[src/rtl/hazard_ctrl.sv]
// hazard_ctrl: pipeline sequencing controller for the 5-stage core.
//   Drives enable/flush controls of the PC, IF_ID and ID_EXE registers,
//   resolves load-use hazards, holds the pipe for multi-cycle EXE ops,
//   flushes after taken branches and produces EXE forwarding selects.
// Ports:
//   clk_i_HZD_CTRL, rst_i_HZD_CTRL      clock, async active-low reset
//   id_rs1/rs2_addr_i, id_rs1/rs2_used_i  source registers of the ID instruction
//   exe_rs1/rs2_addr_i, exe_rd_addr_i     register addresses held in ID_EXE
//   exe_regWrite_i, exe_memRead_i         EXE instruction writes / is a load
//   mem_rd_addr_i, mem_regWrite_i         EX_MEM destination
//   wb_rd_addr_i, wb_regWrite_i           MEM_WB destination
//   branch_taken_i, mc_start_i, mc_done_i branch and multi-cycle op events
//   pc_en_o, if_id_en_o, if_id_flush_o, id_exe_en_o, id_exe_flush_o  pipe controls
//   fwdA_sel_o, fwdB_sel_o                00 regfile, 01 EX_MEM, 10 MEM_WB
//   state_o, mc_timeout_o, stall_cnt_o    FSM state, sticky timeout, stall counter
module hazard_ctrl #(
    parameter int FLUSH_CYCLES = 1,
    parameter int MC_TIMEOUT   = 64,
    parameter int CNT_W        = 16
) (
    input  logic             clk_i_HZD_CTRL,
    input  logic             rst_i_HZD_CTRL,
    input  logic [4:0]       id_rs1_addr_i,
    input  logic [4:0]       id_rs2_addr_i,
    input  logic             id_rs1_used_i,
    input  logic             id_rs2_used_i,
    input  logic [4:0]       exe_rs1_addr_i,
    input  logic [4:0]       exe_rs2_addr_i,
    input  logic [4:0]       exe_rd_addr_i,
    input  logic             exe_regWrite_i,
    input  logic             exe_memRead_i,
    input  logic [4:0]       mem_rd_addr_i,
    input  logic             mem_regWrite_i,
    input  logic [4:0]       wb_rd_addr_i,
    input  logic             wb_regWrite_i,
    input  logic             branch_taken_i,
    input  logic             mc_start_i,
    input  logic             mc_done_i,
    output logic             pc_en_o,
    output logic             if_id_en_o,
    output logic             if_id_flush_o,
    output logic             id_exe_en_o,
    output logic             id_exe_flush_o,
    output logic [1:0]       fwdA_sel_o,
    output logic [1:0]       fwdB_sel_o,
    output logic [1:0]       state_o,
    output logic             mc_timeout_o,
    output logic [CNT_W-1:0] stall_cnt_o
);
    typedef enum logic [1:0] {RUN = 2'b00, MC_WAIT = 2'b01, FLUSH = 2'b10} state_e;
    localparam int TW = $clog2(MC_TIMEOUT + 1);
    // The branch cycle itself flushes in RUN, so FLUSH covers the remaining FLUSH_CYCLES-1.
    localparam logic [1:0]    FLUSH_LOAD = 2'(FLUSH_CYCLES > 1 ? FLUSH_CYCLES - 2 : 0);
    localparam logic [TW-1:0] TMO_LAST   = TW'(MC_TIMEOUT - 1);
    state_e           state_q, state_d;
    logic [1:0]       flush_q, flush_d;
    logic [TW-1:0]    tmo_q, tmo_d;
    logic             mc_timeout_q, mc_timeout_d;
    logic [CNT_W-1:0] stall_q;
    logic             pc_en, if_id_en, if_id_flush, id_exe_en, id_exe_flush;
    logic             load_use;
    logic [1:0]       fwd_a, fwd_b;
    // exe_regWrite_i is accepted for interface completeness; load-use only needs memRead.
    logic             unused_ok;
    assign unused_ok = exe_regWrite_i;
    assign load_use = exe_memRead_i & (|exe_rd_addr_i) &
                      ((id_rs1_used_i & (id_rs1_addr_i == exe_rd_addr_i)) |
                       (id_rs2_used_i & (id_rs2_addr_i == exe_rd_addr_i)));
    // EX_MEM wins over MEM_WB; x0 never forwards.
    assign fwd_a = (mem_regWrite_i & (|mem_rd_addr_i) & (mem_rd_addr_i == exe_rs1_addr_i)) ? 2'b01 :
                   (wb_regWrite_i  & (|wb_rd_addr_i)  & (wb_rd_addr_i  == exe_rs1_addr_i)) ? 2'b10 : 2'b00;
    assign fwd_b = (mem_regWrite_i & (|mem_rd_addr_i) & (mem_rd_addr_i == exe_rs2_addr_i)) ? 2'b01 :
                   (wb_regWrite_i  & (|wb_rd_addr_i)  & (wb_rd_addr_i  == exe_rs2_addr_i)) ? 2'b10 : 2'b00;
    always_comb begin
        pc_en        = 1'b1;
        if_id_en     = 1'b1;
        id_exe_en    = 1'b1;
        if_id_flush  = 1'b0;
        id_exe_flush = 1'b0;
        state_d      = state_q;
        flush_d      = flush_q;
        tmo_d        = tmo_q;
        mc_timeout_d = mc_timeout_q;
        case (state_q)
            RUN: begin
                if (branch_taken_i) begin
                    if_id_flush  = 1'b1;
                    id_exe_flush = 1'b1;
                    if (FLUSH_CYCLES > 1) begin
                        state_d = FLUSH;
                        flush_d = FLUSH_LOAD;
                    end
                end else if (mc_start_i) begin
                    tmo_d = '0;
                    // A start that completes in the same cycle behaves as a 1-cycle op.
                    if (!mc_done_i) begin
                        pc_en     = 1'b0;
                        if_id_en  = 1'b0;
                        id_exe_en = 1'b0;
                        state_d   = MC_WAIT;
                    end
                end else if (load_use) begin
                    pc_en        = 1'b0;
                    if_id_en     = 1'b0;
                    id_exe_flush = 1'b1;
                end
            end
            MC_WAIT: begin
                tmo_d = tmo_q + 1'b1;
                if (mc_done_i) begin
                    state_d = RUN;
                end else begin
                    pc_en     = 1'b0;
                    if_id_en  = 1'b0;
                    id_exe_en = 1'b0;
                    if (tmo_q == TMO_LAST) begin
                        mc_timeout_d = 1'b1;
                        state_d      = RUN;
                    end
                end
            end
            FLUSH: begin
                if_id_flush  = 1'b1;
                id_exe_flush = 1'b1;
                if (branch_taken_i) begin
                    flush_d = FLUSH_LOAD;
                end else if (flush_q == 2'd0) begin
                    state_d = RUN;
                end else begin
                    flush_d = flush_q - 1'b1;
                end
            end
            default: state_d = RUN;
        endcase
    end
    always_ff @(posedge clk_i_HZD_CTRL or negedge rst_i_HZD_CTRL) begin
        if (!rst_i_HZD_CTRL) begin
            state_q      <= RUN;
            flush_q      <= '0;
            tmo_q        <= '0;
            mc_timeout_q <= 1'b0;
            stall_q      <= '0;
        end else begin
            state_q      <= state_d;
            flush_q      <= flush_d;
            tmo_q        <= tmo_d;
            mc_timeout_q <= mc_timeout_d;
            if (!pc_en && stall_q != {CNT_W{1'b1}})
                stall_q <= stall_q + 1'b1;
        end
    end
    // Reset forces every combinational control to its inactive value.
    assign pc_en_o        = rst_i_HZD_CTRL & pc_en;
    assign if_id_en_o     = rst_i_HZD_CTRL & if_id_en;
    assign if_id_flush_o  = rst_i_HZD_CTRL & if_id_flush;
    assign id_exe_en_o    = rst_i_HZD_CTRL & id_exe_en;
    assign id_exe_flush_o = rst_i_HZD_CTRL & id_exe_flush;
    assign fwdA_sel_o     = rst_i_HZD_CTRL ? fwd_a : 2'b00;
    assign fwdB_sel_o     = rst_i_HZD_CTRL ? fwd_b : 2'b00;
    assign state_o        = state_q;
    assign mc_timeout_o   = mc_timeout_q;
    assign stall_cnt_o    = stall_q;
endmodule
[config.mk]
export PLATFORM = sky130hd
export DESIGN_NAME = hazard_ctrl
export DESIGN_NICKNAME = d
export VERILOG_FILES = /design/src/rtl/hazard_ctrl.sv
export SDC_FILE = /design/constraint.sdc
export NUM_CORES = 1
export LEC_CHECK = 0
export BUFFER_PORTS_ARGS = -buffer_cell sky130_fd_sc_hd__clkbuf_2
export CAP_MARGIN = 20
export CORE_MARGIN = 4
export CORE_UTILIZATION = 43
export DETAILED_ROUTE_END_ITERATION = 10
export GPL_TIMING_DRIVEN = 1
export PLACE_DENSITY = 0.75
export SLEW_MARGIN = 0
export SYNTH_ARGS = -nofsm -noshare
export SYNTH_HDL_FRONTEND = slang
export SYNTH_SLANG_ARGS = --single-unit
[constraint.sdc]
create_clock -name clk_i_HZD_CTRL -period 2.1 [get_ports clk_i_HZD_CTRL]
set_clock_uncertainty 0.2 [all_clocks]
set_input_delay 0.105 -clock clk_i_HZD_CTRL [delete_from_list [all_inputs] [get_ports clk_i_HZD_CTRL]]
set_output_delay 0.105 -clock clk_i_HZD_CTRL [all_outputs]
set_load 0.005 [all_outputs]
-- After elaboration in Yosys (flattened, before gate mapping)
Index checks and enable logic that the tools add are counted.
- flip-flop bits (word level): 28
- latch bits: 0
- bits in writable memories: 0
- bits in read-only memories: 0
- input port bits: 46
- output and inout port bits: 28
- logic and storage cells: 86
- memories: 0
- $add $sub $neg: 3
- multiply operators: 0
- divide/modulo/power cells: 0
- magnitude comparators: 0
- equality and inequality tests: 17
- shift operators: 0
- multiplexer cells: 33
- bitwise gates (word level): 16
- reduce and logical (&&, ||, !) cells: 12
- operators with widths (kind ; number):
    $eq A5 B5 Y1 ; 6
    $mux W2 ; 15
    $add A16 B1 Y16 const B ; 1
    $ne A16 B16 Y1 const B ; 1
    $reduce_or A5 Y1 ; 3
    $and A1 B1 Y1 ; 14
    $mux W7 ; 2
    $pmux W7 S2 ; 1
    $ne A2 B2 Y1 const B ; 6
    $mux W1 ; 10
    $pmux W1 S2 ; 4
    $add A7 B1 Y7 const B ; 1
    $eq A7 B6 Y1 const B ; 1
    $pmux W2 S3 ; 1
    $reduce_and A3 Y1 ; 2
    $reduce_and A6 Y1 ; 1
    $logic_not A2 Y1 ; 2
    $ne A3 B3 Y1 const B ; 1
    $eq A2 B1 Y1 const B ; 1
    $eq A2 B2 Y1 const B ; 1
    $reduce_and A2 Y1 ; 1
    $reduce_bool A2 Y1 ; 1
    $sub A2 B1 Y2 const B ; 1
    $logic_and A1 B1 Y1 ; 1
    3 further kinds ; 3

-- Depth between registers and ports, before layout
Gate-level depths: netlist (run 1).
- word-level depth: 10
- mapped depth: 8
- depth with buffers taken out: 7

-- Least setup slack after synthesis (run 1)
Ideal clock, no wire load.
- path kind: register to register
- start point: register stall_q[0], in the netlist stall_cnt_o[0]
- end point: register stall_q[1], in the netlist stall_cnt_o[1]
- library setup time: 0.125 ns
- data arrival time: 1.795 ns
- data required time: 1.775 ns
- path slack: -0.020 ns
- cell stages (with the launch flop): 8
- path buffers: 1
- period minus slack after synthesis: 2.120 ns
- cell sequence: dfrtp_1 -> ha_1 -> nand4_1 -> or3_1 -> buf_2 -> nor3_4 -> nor2_2 -> mux2_4
- word-level cells in the longest chain between the ends: 2
- elaborated cells on any way between the ends: 3
- those cells by class: add/sub: 1; eq/ne: 1; reduce/logical: 1
- ends and longest elaborated chain (what ; RTL line ; source):
    start, declared ; 59 ; logic [CNT_W-1:0] stall_q;
    start signal, assigned ; 149 ; stall_q <= stall_q + 1'b1;
    parallel branches: the longest is 2 deep, another holds $add A16 B1 Y16 ; n/a ;
Parallel ways; which one is timed is not known.
A chain may end at the register's enable or synchronous reset.

-- Worst setup path after layout (run 1)
- start point: input port rst_i_HZD_CTRL
- end point: output port fwdB_sel_o[1]
- word-level cells in the longest chain between the ends: 1
- ends and longest elaborated chain (what ; RTL line ; source):
    start, declared ; 22 ; input logic rst_i_HZD_CTRL,
    $mux W2 ; 159 ; assign fwdB_sel_o = rst_i_HZD_CTRL ? fwd_b : 2'b00;
    end, declared ; 45 ; output logic [1:0] fwdB_sel_o,
No other way between the ends.

==> results.tsv, run 1 <==
stage	metric	value	unit
grt	grt_pass1_wl	6470	um
status	status	finished clean	
synthesis	synth_warnings	0	
finish	syn_to_final_growth	32.4	%
worst_setup_path	r2r_start	stall_cnt_o[0]	
sta	maxSlewViolCount	0	
cts	cts_tree	built	
placed_design	portBuffers	71	
die	die_h	70.4	um
die	design.portCount	74	
die	fp.dieW	70.4	um
cts	clk_latency	0.27	ns
hold_path	worstHoldPathCells	4	
die	fp.coreArea	3720	um^2
finish	final_common_cell	clkbuf_2	
grt	antenna_found_initial	0	
route	final_antenna_net_count	0	
finish	drive_above_1_share	0.380	
cts	root_buffer	clkbuf_8	
power_and_ir_drop	leakagePower	1.09	nW
sta	rsz0062_at_grt	no	
sta	finalSetupViolCount	0	
route	first_pass_iters	4	
sta	max_freq	497	MHz
route	drt_iter0_drc	40	
finish	nets	307	
synthesis	syn_inst	174	
worst_setup_path	cp.required	1.79	ns
worst_setup_path	r2r_setup_slack	0.16	ns
synthesis	synth_seq_cells	25	
power_and_ir_drop	p_total	1.41	mW
cts	clkSinkCount	25	
grt	grt_overflow	0	
die	dieArea	4960	um^2
cts	numCtsBuffers	3	
worst_setup_path	cp.arrival	1.71	ns
worst_setup_path	cp-end-kind	output port	
worst_setup_path	cp_max_fo	2	
power_and_ir_drop	power_density	635	nW/um^2
cts	path_clk_slew	0.08	ns
synthesis	syn_area_per_cell	9.62	um^2
cts	post_cts_buffers	0	
synthesis	synth_top_area_frac	0.374	
placed_design	gp_congestion	0.954	
grt	grtUsageTotal	0.159	
synthesis	synthTopCellsByArea	dfrtp_1 37%, xor2_1 15%, xnor2_1 8.9%, nand2_1 4.5%, nor4_1 3.7%	
finish	final_cell_mix	71 x clkbuf_2, 28 x xor2_1, 25 x dfrtp_1	
route	wirelength	3770	um
route	avgViaCountPerCell	5.15	
finish	diodes	0	
route	via_count	1575	
sta	timing.final.hold_violations	0	
worst_setup_path	start_kind	primary input	
worst_setup_path	crit_start	rst_i_HZD_CTRL	
placed_design	dpl.hpwl	3210	um
sta	finalCritPeriodShare	0.957	
route	route.detailed.wl_per_inst	12.3	um
synthesis	synth_area	1670	um^2
cts	cts_buffer_depth	2	
worst_setup_path	r2r_end	stall_cnt_o[6]	
sta	fin_tns_setup	0	ns
cts	cts_max_level	1	
worst_setup_path	r2r_cells	7	
synthesis	synth_top_area_cell	dfrtp_1	
grt	grt_pass1_vias	1533	
route	drc	0	
grt	grt_start_max_net_pins	30	
die	rows	22	
die	start_util	0.451	
worst_setup_path	endpoint	fwdB_sel_o[1]	
synthesis	synth_cell_type_count	36	
synthesis	yosysSeqAreaShare	0.374	
synthesis	synth_nets	222	
power_and_ir_drop	max-vdd-ir-drop	0.377	mV
hold_path	hold_path_class	in2reg	
finish	fill_cells	360	
worst_setup_path	critical_path_class	in2out	
sta	layout_min_cycle_time	2.01	ns
job	drv_cap	0	
## kinds of logic after synthesis
family                   count (synthesis)  synth area share
AND/OR/NAND/NOR                         75             0.250
XOR/XNOR                                45             0.235
flip-flops                              25             0.374
AO/OA/AOI/OAI                           16            0.0732
buffers and inverters                    7            0.0254
multiplexers                             3            0.0247
adder cells (fa/ha/maj)                  2            0.0149
other                                    1           0.00224
## how the worst min path moves through the flow
stage | from | endpoint
floorplan | rst_i_HZD_CTRL | mc_timeout_o
global placement | rst_i_HZD_CTRL | tmo_q[4]
detailed placement | rst_i_HZD_CTRL | mc_timeout_o
CTS | mc_start_i | tmo_q[2]
global route | mc_start_i | tmo_q[1]
finish | mc_start_i | tmo_q[2]
## area by class of cell
class	count	area (um^2)	area share
repair buffers	85	465	0.210
clock inverters	1	5.00	0.00226
flip-flops and latches	25	626	0.282
inverters	2	7.51	0.00339
well taps	48	60.1	0.0271
multi-input cells	142	1010	0.456
clock buffers	3	41.3	0.0186
## critical path, cell delays in order
cell and delay, ns:
dlygate4sd3_1 0.52, clkbuf_2 0.11, o211ai_1 0.09, or4_1 0.54
nor4_1 0.18, clkbuf_2 0.16
## cells in the mapped netlist
| library cell | count |
|---|---|
| o21bai_1 | 1 |
| dfrtp_1 | 25 |
| nor2b_1 | 1 |
| nand2b_1 | 1 |
| nor3b_2 | 1 |
| inv_1 | 2 |
| o22ai_2 | 1 |
| ha_1 | 2 |
| mux2_4 | 2 |
| nor2_2 | 1 |
| nand2_1 | 20 |
| o211ai_1 | 3 |
| clkbuf_1 | 1 |
| mux2_2 | 1 |
| nor3b_1 | 1 |
| nor3_1 | 5 |
| a31oi_4 | 1 |
| nor2_1 | 6 |
| buf_2 | 1 |
| or4_1 | 5 |
| o21ai_0 | 5 |
| xnor2_1 | 17 |
| nor3_4 | 1 |
| conb_1 | 1 |
| buf_6 | 1 |
| a21oi_1 | 2 |
| nor4_1 | 10 |
| and2_1 | 3 |
| nand3_1 | 8 |
| or3_1 | 2 |
| o31a_1 | 1 |
| nand4_1 | 8 |
| nor3_2 | 2 |
| xor2_1 | 28 |
| buf_4 | 2 |
| o31ai_1 | 2 |
## per-layer routing
layer,up-vias,wire length (um),GRT usage
li1,781,-,-
met1,721,1610,0.196
met2,66,1710,0.265
met3,7,375,0.0345
met4,0,85,0.0702
met5,-,0,0
## per-stage QoR
| stage | hold WS, ns | setup slack, ns | util | cells | area [um^2] |
|---|---|---|---|---|---|
| after floorplan | -0.391 | -0.0201 | - | 174 | 1670 |
| after global placement | -0.0412 | 0.127 | 0.577 | 300 | 2140 |
| final | 0.0178 | 0.0893 | 0.596 | 306 | 2220 |
| after global routing | 0.0645 | 0.00679 | 0.596 | 306 | 2220 |
| after CTS | 0.0244 | 0.0684 | 0.595 | 306 | 2210 |
| after detailed placement | -0.0407 | 0.0992 | 0.577 | 300 | 2140 |
## timing repair
item	4_1_cts	5_1_grt
hold endpoints to repair	27	0
resized for setup	0	1
setup endpoints to repair	0	3
hold buffers	2	0
## registers in the layout (all words and copies together), names as in the netlist
name          flops
stall_cnt_o      16
tmo_q             7
state_o           1
mc_timeout_o      1
## where the power goes
| part | internal, mW | switching [mW] |
|---|---|---|
| logic | 0.262 | 0.233 |
| registers | 0.563 | 0.0669 |
| clock network | 0.133 | 0.151 |
| total | 0.958 | 0.450 |
Power figures use the tool's default switching activity.
==> run 2, diff against run 1 <==
--- a/config.mk
+++ b/config.mk
@@ -5,10 +5,11 @@
 export SDC_FILE = /design/constraint.sdc
 export NUM_CORES = 1
 export LEC_CHECK = 0
+export ABC_AREA = 1
 export BUFFER_PORTS_ARGS = -buffer_cell sky130_fd_sc_hd__clkbuf_2
 export CAP_MARGIN = 20
 export CORE_MARGIN = 4
-export CORE_UTILIZATION = 43
+export CORE_UTILIZATION = 45
 export DETAILED_ROUTE_END_ITERATION = 10
 export GPL_TIMING_DRIVEN = 1
 export PLACE_DENSITY = 0.75
==> results.tsv, run 2 <==
stage	metric	value	unit
synthesis	syn_area_per_cell	6.45	um^2
worst_setup_path	cp-end-kind	flip-flop	
synthesis	synth_seq_cells	25	
finish	diodes	0	
synthesis	synthTopCellsByArea	dfrtp_1 32%, nand2_1 19%, nor2_1 8.3%, inv_1 7.9%, nand3_1 7.3%	
synthesis	synth_cell_type_count	32	
finish	multi_input_area	1140	um^2
cts	path_clk_slew	0.09	ns
die	die_h	74.4	um
finish	final_common_cell	nand2_1	
grt	grt_pass1_vias	1825	
job	drv_cap	0	
synthesis	synth_nets	356	
power_and_ir_drop	leakagePower	1.40	nW
worst_setup_path	r2r_setup_slack	0.18	ns
finish	fill_cells	412	
sta	timing.final.hold_violations	0	
sta	fin_tns_setup	0	ns
worst_setup_path	r2r_end	stall_cnt_o[7]	
worst_setup_path	cp_max_fo	7	
hold_path	hold_path_class	in2async	
sta	layout_min_cycle_time	1.92	ns
worst_setup_path	r2r_start	stall_cnt_o[0]	
worst_setup_path	r2r_cells	8	
worst_setup_path	critPathMaxStageDelay	0.42	ns
worst_setup_path	endpoint	stall_cnt_o[7]	
sta	maxSlewViolCount	0	
route	final_antenna_net_count	0	
cts	cts_tree	built	
finish	seqCellArea	626	um^2
finish	nets	433	
placed_design	dpl.hpwl	3960	um
finish	largest_reg_flops	16	
sta	max_freq	520	MHz
worst_setup_path	crit_start	stall_cnt_o[0]	
route	avgViaCountPerCell	4.75	
placed_design	gp_congestion	0.825	
power_and_ir_drop	p_total	1.20	mW
grt	use_met2	0.323	
synthesis	synth_edf_count	0	
worst_setup_path	cp.arrival	1.93	ns
worst_setup_path	start_kind	flip-flop	
synthesis	synth_most_common_cell	nand2_1	
finish	design_area	2460	um^2
route	via_count	2061	
route	drt_iter0_drc	64	
die	rows	23	
sta	setup_slack	0.176	ns
finish	drive_above_1_share	0.240	
worst_setup_path	critical_path_class	reg2reg	
worst_setup_path	cpMaxStageDelayCell	dfrtp_1	
route	route.detailed.wl_per_inst	11.1	um
grt	grt_pass1_wl	7830	um
synthesis	synth_area	1990	um^2
cts	root_buffer	clkbuf_8	
synthesis	yosysSeqAreaShare	0.315	
synthesis	synth_top_area_cell	dfrtp_1	
grt	antenna_found_initial	0	
power_and_ir_drop	max-vdd-ir-drop	0.268	mV
route	first_pass_iters	4	
cts	cts_max_level	1	
finish	final_cell_mix	98 x nand2_1, 71 x clkbuf_2, 44 x nor2_1	
placed_design	place_worst_setup_slack	0.213	ns
sta	hold-worst-slack	0.0228	ns
cts	numCtsBuffers	3	
cts	cts_buffer_depth	2	
grt	grt_util_met1	0.221	
synthesis	synth_common_cells	98 x nand2_1, 44 x nor2_1, 42 x inv_1	
synthesis	synthFlopType	dfrtp_1	
sta	finalCritPeriodShare	0.916	
synthesis	synth_top_area_frac	0.315	
status	status	finished clean	
die	design.portCount	74	
synthesis	async_flop_share	1.00	
cts	ctsResizeCount	0	
sta	rsz0062_at_grt	no	
placed_design	portBuffers	71	
die	fp.coreArea	4140	um^2
worst_setup_path	cp.required	2.11	ns
cts	clk_latency	0.27	ns
grt	grt.met3_usage	0.0365	
power_and_ir_drop	power_density	489	nW/um^2
grt	gr-max-usage-layer	met2	
finish	syn_to_final_growth	23.8	%
grt	grt_overflow	0	
grt	grt_start_max_net_pins	28	
sta	finalSetupViolCount	0	
placed_design	placed_cell_area	2390	um^2
die	start_util	0.479	
synthesis	syn_inst	308	
worst_setup_path	crit_path_cell_trace	ha_1, inv_1, nor2_1, nand4_1, buf_4, nand2_2, nand2_1, nand2_1	
die	fp.dieW	74.4	um
route	wirelength	4800	um
die	dieArea	5540	um^2
route	drc	0	
grt	grtUsageTotal	0.178	
worst_setup_path	crit_top_cell	nand2_1	
cts	clkSinkCount	25	
synthesis	synth_warnings	0	
-- run 2: changes by cell type after synthesis, sizes merged, moves of 4 or more --
cell / change
nand2: +80
inv: +44
nor2: +39
xor2: -14
or4: -5
nor4: -8
nand3: +22
xnor2: -9
nor3: -4
-- run 2: worst min-delay path by stage --
stage / startpoint / end / slack (ns) / cells after the start
2_1_floorplan: rst_i_HZD_CTRL / mc_timeout_o / -0.39 / 0
3_3_place_gp: rst_i_HZD_CTRL / stall_cnt_o[12] / -0.23 / 1
3_5_place_dp: rst_i_HZD_CTRL / stall_cnt_o[12] / -0.22 / 1
4_1_cts: rst_i_HZD_CTRL / stall_cnt_o[12] / 0.02 / 2
5_1_grt: rst_i_HZD_CTRL / stall_cnt_o[12] / 0.05 / 2
6_report: rst_i_HZD_CTRL / stall_cnt_o[12] / 0.02 / 2
-- run 2: layout make-up --
type | count | share of cell area
Multi-Input combinational cell | 231 | 0.463
Sequential cell | 25 | 0.255
Timing Repair Buffer | 77 | 0.165
Inverter | 47 | 0.0723
Tap cell | 50 | 0.0255
Clock buffer | 3 | 0.0168
Clock inverter | 1 | 0.00305
-- run 2: power by group --
| group | switching (mW) | internal (mW) | leakage (nW) |
|---|---|---|---|
| clock network | 0.152 | 0.134 | 0.0217 |
| registers | 0.0563 | 0.527 | 0.341 |
| logic | 0.180 | 0.152 | 1.03 |
| total | 0.389 | 0.813 | 1.40 |
-- run 2: worst max-delay path: cells and delay by family (launching register included) --
family	cells	cell delay, ns
buffers and inverters	2	0.30
DFF	1	0.42
adders and majority gates	1	0.20
and+or+nand+nor	5	0.74
-- run 2: stage by stage --
step / utilization / std cells
after detailed placement: 0.576 / 428
after global routing: 0.593 / 434
after floorplan: - / 308
final: 0.593 / 434
after CTS: 0.593 / 434
after global placement: 0.576 / 428
-- run 2: what timing repair did --
item,4_1_cts,5_1_grt
setup endpoints to repair,0,0
hold buffers,2,0
buffers inserted,0,0
endpoints found under the hold margin,27,0
-- run 2: cells by family after synthesis --
group | synth area share
xor gates and xnor gates | 0.0970
other | 0.00189
adders and majority gates | 0.0126
muxes | 0.0107
and+or+nand+nor | 0.410
AOI/OAI and AO/OA | 0.0403
buffers and inverters | 0.112
DFF | 0.315
-- run 2: routing by layer --
metal	part of all wire	up-vias
met3	0.053	4
li1	-	1106
met4	0.0077	0
met5	0	-
met1	0.44	908
met2	0.50	43
==> run 3, diff against run 2 <==
==> constraint.sdc (replaced) <==
create_clock -name clk_i_HZD_CTRL -period 2.1 [get_ports clk_i_HZD_CTRL]
set_clock_uncertainty 0.2 [all_clocks]
set_input_delay 0.105 -clock clk_i_HZD_CTRL [delete_from_list [all_inputs] [get_ports clk_i_HZD_CTRL]]
set_output_delay 0.105 -clock clk_i_HZD_CTRL [all_outputs]
set_load 0.01 [all_outputs]
==> results.tsv, run 3 (synthesis gave the netlist of run 2 again) <==
stage	metric	value	unit
finish	final_common_cell	nand2_1	
power_and_ir_drop	max-vdd-ir-drop	0.319	mV
placed_design	portBuffers	71	
power_and_ir_drop	netSwitchingPower	423	uW
cts	numCtsBuffers	3	
die	start_util	0.479	
grt	antenna_found_initial	0	
placed_design	dpl.hpwl	3970	um
sta	layout_min_cycle_time	1.87	ns
cts	root_buffer	clkbuf_8	
grt	grtUsageTotal	0.177	
worst_setup_path	cp.arrival	1.56	ns
route	first_pass_iters	4	
finish	nets	434	
route	via_count	2092	
sta	timing.final.hold_violations	0	
power_and_ir_drop	p_total	1.24	mW
sta	maxSlewViolCount	0	
status	status	finished clean	
cts	cts_tree	built	
cts	clkSinkCount	25	
finish	diodes	0	
placed_design	placed_cell_area	2400	um^2
route	avgViaCountPerCell	4.81	
cts	path_clk_slew	0.09	ns
power_and_ir_drop	p_seq_frac	0.473	
grt	grt_pass1_wl	7710	um
hold_path	hold_path_class	in2async	
job	drv_cap	0	
cts	post_cts_buffers	0	
finish	largest_reg_flops	16	
finish	design_area	2470	um^2
die	fp.dieW	74.4	um
worst_setup_path	start_kind	flip-flop	
grt	grt_pass1_vias	1793	
sta	fin_tns_setup	0	ns
route	drt_iter0_drc	75	
worst_setup_path	cp-end-kind	output port	
route	wirelength	4860	um
route	final_antenna_net_count	0	
sta	max_freq	535	MHz
die	rows	23	
worst_setup_path	cp_max_fo	17	
finish	syn_to_final_growth	24.4	%
sta	finalSetupViolCount	0	
finish	drive_above_1_share	0.247	
finish	utilization	0.596	
power_and_ir_drop	switching_share	0.341	
die	die_h	74.4	um
route	route.detailed.wl_per_inst	11.2	um
power_and_ir_drop	leakagePower	1.40	nW
grt	grt_start_max_net_pins	18	
die	dieArea	5540	um^2
worst_setup_path	critical_path_class	reg2out	
grt	grt_overflow	0	
power_and_ir_drop	p_int	817	uW
power_and_ir_drop	comb_power_share	0.284	
power_and_ir_drop	power_density	502	nW/um^2
power_and_ir_drop	clock_power_share	0.243	
placed_design	gp_congestion	0.826	
sta	finalCritPeriodShare	0.889	
cts	cts_buffer_depth	2	
finish	final_cell_mix	98 x nand2_1, 71 x clkbuf_2, 43 x nor2_1	
worst_setup_path	cp.required	1.79	ns
die	fp.coreArea	4140	um^2
die	design.portCount	74	
route	drc	0	
cts	cts_max_level	1	
cts	clk_latency	0.28	ns
worst_setup_path	r2r_cells	9	
sta	rsz0062_at_grt	no	
==> run 3: critical path: stages, from the launching register on <==
cell and delay, ns:
dfrtp_1 0.46, a21oi_2 0.16, nor2_1 0.09, inv_1 0.10, nand2_4 0.13, nor2_1 0.18, clkbuf_2 0.16
==> run 3: path summary, 6_finish.rpt <==
check | from | endpoint | slack [ns]
max | state_o[0] | if_id_en_o | 0.23
min | rst_i_HZD_CTRL | stall_cnt_o[10] | 0.01
max reg2reg | stall_cnt_o[0] | stall_cnt_o[8] | 0.26
min reg2reg | mc_timeout_o | mc_timeout_o | 0.27
max in group asynchronous | rst_i_HZD_CTRL | stall_cnt_o[3] | 1.28
min in group clk_i_HZD_CTRL | mc_start_i | tmo_q[6] | 0.09
==> run 3: layout make-up <==
cell class                      instances  area (um^2)
Inverter                               47          178
Clock inverter                          1         7.51
Multi-Input combinational cell        231         1140
Timing Repair Buffer                   78          413
Sequential cell                        25          626
Fill cell                             405         1670
Tap cell                               50         62.6
Clock buffer                            3         41.3
==> run 3: per-stage QoR <==
step | hold slack (ns) | std cells | setup WS, ns
after floorplan | -0.391 | 308 | 0.352
after global placement | -0.230 | 429 | 0.252
after detailed placement | -0.229 | 429 | 0.198
after CTS | 0.00897 | 435 | 0.174
after global routing | 0.0194 | 435 | 0.0429
final | 0.00978 | 435 | 0.232
==> run 3: what timing repair did <==
item                                   CTS  global route
endpoints found under the hold margin   27             0
resized for setup                        0             2
setup endpoints to repair                0             5
hold buffers                             2             0
==> run 3: power groups by stage <==
stage,combinational (mW),sequential [mW],clock (mW)
floorplan,0.193,0.600,0
global placement,0.343,0.592,0
detailed placement,0.351,0.594,0
CTS,0.355,0.585,0.307
global route,0.401,0.594,0.327
finish,0.352,0.586,0.302
==> run 3: layer usage <==
layer	part of all wire	track usage	routed length, um
met5	0	0	0
met4	0.0080	0.0415	39
met3	0.051	0.0378	246
met2	0.49	0.308	2400
met1	0.45	0.224	2180
